--- src/rtl/fir_mac_sequencer.sv ---
// Time-multiplexed FIR: one signed multiplier and one accumulator walk all taps per sample.
// Define FIR_COEF_LOAD_EN to add the runtime coefficient write port.
//   state | meaning
//   IDLE  | ready for a sample; coefficient writes allowed
//   MAC   | one tap per cycle into the accumulator
//   OUT   | result presented until downstream accepts
module fir_mac_sequencer #(
    parameter int NTAPS = 19,
    parameter int DW    = 16,
    parameter int OW    = 34
) (
    input  logic                 aclk,
    input  logic                 areset,
`ifdef FIR_COEF_LOAD_EN
    input  logic                 coef_wr_en,
    input  logic [4:0]           coef_wr_addr,
    input  logic [DW-1:0]        coef_wr_data,
`endif
    input  logic                 s_axis_data_tvalid,
    output logic                 s_axis_data_tready,
    input  logic [DW-1:0]        s_axis_data_tdata,
    output logic                 m_axis_data_tvalid,
    input  logic                 m_axis_data_tready,
    output logic [OW-1:0]        m_axis_data_tdata,
    output logic                 busy
);

    typedef enum logic [1:0] {ST_IDLE, ST_MAC, ST_OUT} state_t;

    state_t                r_state;
    state_t                w_state_nxt;
    logic [4:0]            r_wr_ptr;
    logic [4:0]            r_k;
    logic signed [DW-1:0]  r_buf [NTAPS];
    logic signed [OW-1:0]  r_acc;
    logic [4:0]            w_rd_idx;
    logic signed [DW-1:0]  w_coef_k;
    logic signed [DW-1:0]  w_samp_k;
    logic signed [2*DW-1:0] w_prod;
    logic signed [OW-1:0]  w_prod_ext;
    logic                  w_last_tap;

    function automatic int coef_init(input int idx);
        case (idx)
            0, 18:   return 26;
            1, 17:   return 270;
            2, 16:   return 963;
            3, 15:   return 2424;
            4, 14:   return 4869;
            5, 13:   return 8259;
            6, 12:   return 12194;
            7, 11:   return 15948;
            8, 10:   return 18666;
            9:       return 19660;
            default: return 0;
        endcase
    endfunction

    // Newest sample sits at r_wr_ptr until MAC ends; the 5-bit wrap keeps the
    // modular subtraction exact for any NTAPS up to 32.
    assign w_rd_idx   = (r_wr_ptr >= r_k) ? (r_wr_ptr - r_k)
                                          : (r_wr_ptr + 5'(NTAPS) - r_k);
    assign w_samp_k   = r_buf[w_rd_idx];
    assign w_prod     = w_coef_k * w_samp_k;
    assign w_prod_ext = {{(OW-2*DW){w_prod[2*DW-1]}}, w_prod};
    assign w_last_tap = (r_k == 5'(NTAPS-1));

`ifdef FIR_COEF_LOAD_EN
    logic signed [DW-1:0] r_coef [32];

    always_ff @(posedge aclk or posedge areset) begin
        if (areset) begin
            for (int i = 0; i < 32; i++) r_coef[i] <= DW'(coef_init(i));
        end else if (coef_wr_en && (r_state == ST_IDLE) &&
                     ({1'b0, coef_wr_addr} < 6'(NTAPS))) begin
            r_coef[coef_wr_addr] <= coef_wr_data;
        end
    end

    assign w_coef_k = r_coef[r_k];
`else
    always_comb begin
        w_coef_k = DW'(coef_init(int'(r_k)));
    end
`endif

    always_ff @(posedge aclk or posedge areset) begin
        if (areset) r_state <= ST_IDLE;
        else        r_state <= w_state_nxt;
    end

    always_comb begin
        w_state_nxt        = r_state;
        s_axis_data_tready = 1'b0;
        m_axis_data_tvalid = 1'b0;
        m_axis_data_tdata  = '0;
        busy               = 1'b1;
        case (r_state)
            ST_IDLE: begin
                s_axis_data_tready = 1'b1;
                busy               = 1'b0;
                if (s_axis_data_tvalid) w_state_nxt = ST_MAC;
            end
            ST_MAC: begin
                if (w_last_tap) w_state_nxt = ST_OUT;
            end
            ST_OUT: begin
                m_axis_data_tvalid = 1'b1;
                m_axis_data_tdata  = r_acc;
                if (m_axis_data_tready) w_state_nxt = ST_IDLE;
            end
            default: w_state_nxt = ST_IDLE;
        endcase
    end

    always_ff @(posedge aclk or posedge areset) begin
        if (areset) begin
            r_acc    <= '0;
            r_k      <= '0;
            r_wr_ptr <= '0;
            for (int i = 0; i < NTAPS; i++) r_buf[i] <= '0;
        end else begin
            case (r_state)
                ST_IDLE: begin
                    if (s_axis_data_tvalid) begin
                        r_buf[r_wr_ptr] <= s_axis_data_tdata;
                        r_acc           <= '0;
                        r_k             <= '0;
                    end
                end
                ST_MAC: begin
                    r_acc <= r_acc + w_prod_ext;
                    if (w_last_tap)
                        r_wr_ptr <= (r_wr_ptr == 5'(NTAPS-1)) ? 5'd0 : r_wr_ptr + 5'd1;
                    else
                        r_k <= r_k + 5'd1;
                end
                default: ;
            endcase
        end
    end

endmodule

--- config.mk ---
export PLATFORM = sky130hd
export DESIGN_NAME = fir_mac_sequencer
export DESIGN_NICKNAME = d
export VERILOG_FILES = /design/src/rtl/fir_mac_sequencer.sv
export SDC_FILE = /design/constraint.sdc
export NUM_CORES = 1
export LEC_CHECK = 0
export ABC_AREA = 1
export CAP_MARGIN = 10
export CORE_UTILIZATION = 30
export DETAILED_ROUTE_END_ITERATION = 10
export PLACE_DENSITY = 0.5
export SYNTH_ARGS = -nofsm -noshare
export SYNTH_HDL_FRONTEND = slang
export SYNTH_SLANG_ARGS = --single-unit
--- constraint.sdc ---
create_clock -name aclk -period 14.4 [get_ports aclk]
set_input_delay 1.44 -clock aclk [delete_from_list [all_inputs] [get_ports aclk]]
set_output_delay 1.44 -clock aclk [all_outputs]
set_load 0.005 [all_outputs]
==> results of run 1 <==
[sequential cells by signal (all words and copies together), names as in the netlist]
register and count:
r_buf 304, r_acc 34, r_k 5, r_state 2, r_wr_ptr 5
[cell usage after synthesis (all sizes together)]
| master | number | area share, % |
|---|---|---|
| a31oi | 3 | 0.072 |
| nor3 | 10 | 0.19 |
| o21bai | 3 | 0.086 |
| nor4 | 2 | 0.048 |
| ha | 145 | 7.0 |
| clkbuf | 105 | 1.5 |
| or2 | 2 | 0.048 |
| nand3b | 2 | 0.058 |
| dfrtp | 350 | 34 |
| o211ai | 25 | 0.72 |
| o21a | 5 | 0.14 |
| a22oi | 2 | 0.058 |
| o32ai | 1 | 0.034 |
| fa | 216 | 17 |
| a21boi | 3 | 0.086 |
| o21ai | 284 | 5.5 |
| a21oi | 282 | 5.4 |
| buf | 64 | 1.7 |
| o22ai | 18 | 0.43 |
| nand2 | 505 | 7.4 |
| a21o | 3 | 0.086 |
| nand4 | 13 | 0.34 |
| a221oi | 1 | 0.034 |
| and2 | 1 | 0.024 |
| clkinv | 5 | 0.072 |
| inv | 548 | 7.9 |
| xnor2 | 6 | 0.20 |
| nor2 | 476 | 6.9 |
| nor3b | 1 | 0.029 |
| a32oi | 1 | 0.062 |
| o221ai | 2 | 0.067 |
| xor2 | 8 | 0.27 |
| nand3 | 173 | 3.4 |
[cells in the final DEF (no fill, tap or decap), types with 3 or more instances in the layout]
cell type / instances
clkinv_1: 5
xnor2_1: 6
dfrtp_1: 350
clkbuf_16: 42
clkbuf_8: 8
o21ai_0: 249
nand2_4: 3
ha_1: 145
xor2_1: 8
nor2_1: 456
nand4_1: 12
nor3_1: 10
a31oi_1: 3
buf_4: 41
inv_2: 16
nand2_1: 488
clkdlybuf4s50_1: 56
o21bai_1: 3
o22ai_1: 18
inv_1: 530
fa_1: 216
o21a_1: 5
nand2_2: 14
a21boi_0: 3
clkbuf_1: 8
a21oi_1: 282
nand3_1: 171
nor2_2: 19
clkinv_2: 5
o21ai_1: 33
o211ai_1: 25
a21o_1: 3
[per-stage QoR]
step                worst slack [ns]  hold WS [ns]  cells  instance area [µm²]  util (%)
floorplan                       3.25         0.453   3265                26100         -
global placement                4.80         0.467   4338                27600      32.3
detailed placement              4.70         0.474   4338                27600      32.3
CTS                             4.68         0.488   4409                29000      33.9
global route                    3.75         0.504   4409                29000      33.9
finish                          4.59         0.486   4409                29000      33.9
[final cells by class]
type,count,area [µm²]
multi-input cells,2193,14500
repair buffers,98,888
clock buffers,58,1190
fillers,9206,56700
inverters,553,2090
well taps,1144,1430
flip-flops and latches,350,8760
clock inverters,13,185
[layer usage]
layer | up-vias | wire length (µm) | share of wire (%)
li1 | 10145 | - | -
met1 | 10195 | 36100 | 46
met2 | 438 | 35700 | 46
met3 | 90 | 3970 | 5.1
met4 | 0 | 1910 | 2.5
met5 | - | 0 | 0
[worst paths after layout]
| kind | from | end | cells after the start |
|---|---|---|---|
| worst max register to register | r_k[1] | r_acc[32] | 36 |
| worst min-delay path | r_buf[166] | r_buf[166] | 2 |
| max in group asynchronous | areset | r_state[0] | 4 |
| min in group asynchronous | areset | r_buf[8] | 2 |
| worst max-delay path | r_k[1] | r_acc[32] | 36 |
| worst min register to register | r_buf[166] | r_buf[166] | 2 |
[critical path: cells and delay by family, from the launching register on]
family / cells / cell delay, ns
DFF: 1 / 0.44
and+or+nand+nor: 19 / 3.58
buffers and inverters: 6 / 1.01
AOI/OAI and AO/OA: 2 / 0.54
adders and majority gates: 9 / 4.01
[cell families after synthesis]
family / count (synthesis) / share of synthesized area (%)
AO/OA/AOI/OAI: 633 / 12.8
buffers and inverters: 722 / 11.2
AND/OR/NAND/NOR: 1185 / 18.4
adder cells (fa/ha/maj): 361 / 23.5
flip-flops: 350 / 33.6
XOR/XNOR: 14 / 0.470
==> impl_metrics.json, run 1 <==
{
  "grt_usage_pct": 18.0,
  "ctsRootBufferMaster": "clkbuf_16",
  "die_height_um": 297,
  "period_share_pct": 68.1,
  "clkTransAtPathRegs_ns": 0.07,
  "drive_gt1_share_pct": 5.15,
  "cts_tree": "yes",
  "dr_total_vias": 20868,
  "vias_per_cell": 4.73,
  "die_area_um2": 88200,
  "end_kind": "flop",
  "cts.htree.levels": 2,
  "drv_cap": 0,
  "initial_core_util_pct": 30.5,
  "top_usage_layer": "met2",
  "slew_viol_final": 0,
  "area_growth_pct": 11.2,
  "crit_required_ns": 14.82,
  "hold_class": "flop to flop",
  "numCtsBuffers": 42,
  "cts_max_path_buffers": 3,
  "routabilityCongestion": 0.871,
  "first_global_vias": 21413,
  "dieWidth_um": 297,
  "antennaDiodeCount": 0,
  "ios": 57,
  "nets": 3619,
  "syn_avg_cell_area_um2": 7.99,
  "grt_max_degree": 123,
  "grt_first_pass_wirelength_um": 125000,
  "crit_arrival_ns": 10.23,
  "tightestPinTransition_ns": 0.999,
  "startpoint_type": "flop",
  "finalSetupTns_ns": 0,
  "cts_resized": 0,
  "wl_per_cell_um": 17.6,
  "hold_buffers": 0,
  "synth_nets": 3646,
  "std_cell_rows": 107,
  "skew_ns": 0.0465,
  "drc": 0,
  "met1_usage_pct": 24.9,
  "antenna_found_initial": 1,
  "synth_seq_cells": 350,
  "use_met2_pct": 29.4,
  "synth_warnings": 0,
  "syn_area_um2": 26100,
  "overflow": 0,
  "drt_iter0_markers": 1298,
  "slew_headroom_pct": 33.4,
  "use_met3_pct": 2.61,
  "port_buffers": 56,
  "ys_types": 46,
  "status": "finished clean",
  "critPathSlowestCell": "nand2_4",
  "wl_um": 77700,
  "path_class": "flop to flop",
  "max_freq_mhz": 102,
  "crit_fanout": 71,
  "final_hold_viol_count": 0,
  "insertion_delay_ns": 0.61,
  "post-route-min-period_ns": 9.81,
  "crit_path_frequent_cell": "fa_1",
  "dr.pass1.iters": 5,
  "cts_setup_buffers": 0,
  "core_um2": 85700,
  "yosysSeqAreaShare_pct": 33.6,
  "grt_setup_unrepaired": "false",
  "syn_inst": 3265,
  "regToRegSetupSlack_ns": 4.59,
  "clock-sinks": 350,
  "hpwl_um": 53700,
  "ant_nets": 0,
  "slowest_delay_ns": 0.66,
  "setup_viol": 0
}
Power of run 1 is not shown: default switching activity piles up to over one toggle a cycle in this logic, so the estimate is an artifact.
==> run 2: changes to the inputs <==
PLACE_DENSITY = 0.52   (was 0.5)
clock period = 8 ns   (was 14.4 ns; I/O delays follow)
==> run 2 against run 1 <==
Against the previous run:
- setup slack got worse by 4.5 ns
- count of clock-buffer cells in the layout shrank 4
- worst hold slack gained 0.0019 ns
- utilization grew 4.1 points
- maximum frequency up 24%
==> impl_metrics.json, run 2 (synthesized netlist as in run 1, its figures left out) <==
{
  "startpoint_type": "flop",
  "status": "finished clean",
  "antenna_found_initial": 0,
  "timing.critical_path.from": "r_wr_ptr[0]",
  "max_freq_mhz": 126,
  "crit_end": "r_acc[32]",
  "nets": 3877,
  "insertion_delay_ns": 0.61,
  "die_height_um": 297,
  "core_um2": 85700,
  "hold_buffers": 0,
  "numCtsBuffers": 41,
  "std_cell_rows": 107,
  "slew_viol_final": 0,
  "layout_common_cells": "inv_1, nand2_1, nor2_1",
  "largest_reg_flops": 304,
  "slowest_delay_ns": 0.54,
  "rr_worst_depth": 37,
  "vias_per_cell": 4.74,
  "hold_class": "flop to flop",
  "wl_um": 81500,
  "cts_max_path_buffers": 3,
  "die_area_um2": 88200,
  "crit_required_ns": 8.41,
  "grt_usage_pct": 18.5,
  "reg2reg_from": "r_wr_ptr[0]",
  "ctsRootBufferMaster": "clkbuf_16",
  "crit_fanout": 5,
  "path_class": "flop to flop",
  "n_fill_cell": 8907,
  "tightestPinTransition_ns": 1.12,
  "dieWidth_um": 297,
  "port_buffers": 56,
  "cts.htree.levels": 2,
  "largestRegisters": "r_buf (304), r_acc (34)",
  "dr.pass1.iters": 5,
  "area_growth_pct": 24.6,
  "drive_gt1_share_pct": 15.9,
  "slew_headroom_pct": 25.2,
  "layout_commonest_cell": "inv_1",
  "r2r_end": "r_acc[32]",
  "final_core_util_pct": 38.0,
  "setup_viol": 0,
  "crit_arrival_ns": 8.33,
  "wl_per_cell_um": 17.4,
  "critPathSlowestCell": "fa_1",
  "cts_tree": "yes",
  "end_kind": "flop",
  "regToRegSetupSlack_ns": 0.08,
  "grt_first_pass_wirelength_um": 128000,
  "initial_core_util_pct": 30.5,
  "final_hold_viol_count": 0,
  "crit_path_frequent_cell": "fa_1",
  "ios": 57,
  "overflow": 0,
  "antennaDiodeCount": 0,
  "clkTransAtPathRegs_ns": 0.06,
  "grt_max_degree": 177,
  "grt_setup_unrepaired": "true",
  "drt_iter0_markers": 1674,
  "period_share_pct": 99.0,
  "ant_nets": 0,
  "first_global_vias": 22303,
  "routabilityCongestion": 0.912,
  "regMostFlops": "r_buf",
  "drc": 0,
  "hpwl_um": 57700,
  "drv_cap": 0,
  "skew_ns": 0.0427,
  "clock-sinks": 350,
  "dr_total_vias": 22152,
  "post-route-min-period_ns": 7.92
}
## run 2: what timing repair did
action,CTS,global route
buffers inserted,9,31
pin swaps,11,75
cloned,4,6
setup endpoints to repair,15,20
gates resized for setup,48,184
## run 2: area by class of cell
| type | count | area [µm²] | share of cell area, % |
|---|---|---|---|
| Inverter | 553 | 2150 | 6.60 |
| Clock buffer | 54 | 1170 | 3.61 |
| Clock inverter | 20 | 345 | 1.06 |
| Multi-Input combinational cell | 2194 | 15200 | 46.8 |
| Sequential cell | 350 | 8760 | 26.9 |
| Timing Repair inverter | 3 | 21.3 | 0.0654 |
| Tap cell | 1144 | 1430 | 4.40 |
| Timing Repair Buffer | 353 | 3420 | 10.5 |
## run 2: metal layers
| metal | GRT usage [%] | vias up | wire [µm] |
|---|---|---|---|
| li1 | - | 10662 | - |
| met3 | 2.04 | 104 | 3900 |
| met4 | 5.22 | 0 | 2160 |
| met1 | 25.6 | 10863 | 37200 |
| met2 | 30.6 | 523 | 38200 |
| met5 | 0 | - | 0 |
## run 2: through the flow
step	cell area, µm²	setup WS (ns)	hold WS (ns)	cells	setup TNS [ns]
floorplan	26100	0.433	0.453	3265	0
global placement	29500	-0.375	0.467	4546	-2.32
detailed placement	29500	-0.383	0.474	4546	-2.68
CTS	31400	-0.00567	0.490	4633	-0.00567
global route	32500	-0.324	0.516	4671	-1.95
finish	32500	0.0776	0.488	4671	0
## run 2: worst min path at each step
stage                     depth (start not counted)        from    endpoint  slack [ns]
after floorplan                                   2  r_buf[160]  r_buf[160]        0.45
after global placement                            2  r_buf[167]  r_buf[167]        0.47
after detailed placement                          2  r_buf[166]  r_buf[166]        0.47
after CTS                                         2  r_buf[166]  r_buf[166]        0.49
after global routing                              2  r_buf[171]  r_buf[171]        0.52
final                                             2  r_buf[165]  r_buf[165]        0.49
## run 2: worst max-delay path, delay by kind of cell (launching register included)
family | cells | cell delay, ns
adder cells (fa/ha/maj) | 9 | 3.81
AND/OR/NAND/NOR | 12 | 1.32
buffers and inverters | 10 | 1.08
AO/OA/AOI/OAI | 5 | 0.83
flip-flops | 1 | 0.40
XOR/XNOR | 1 | 0.26
Power of run 2 is left out for the same reason.
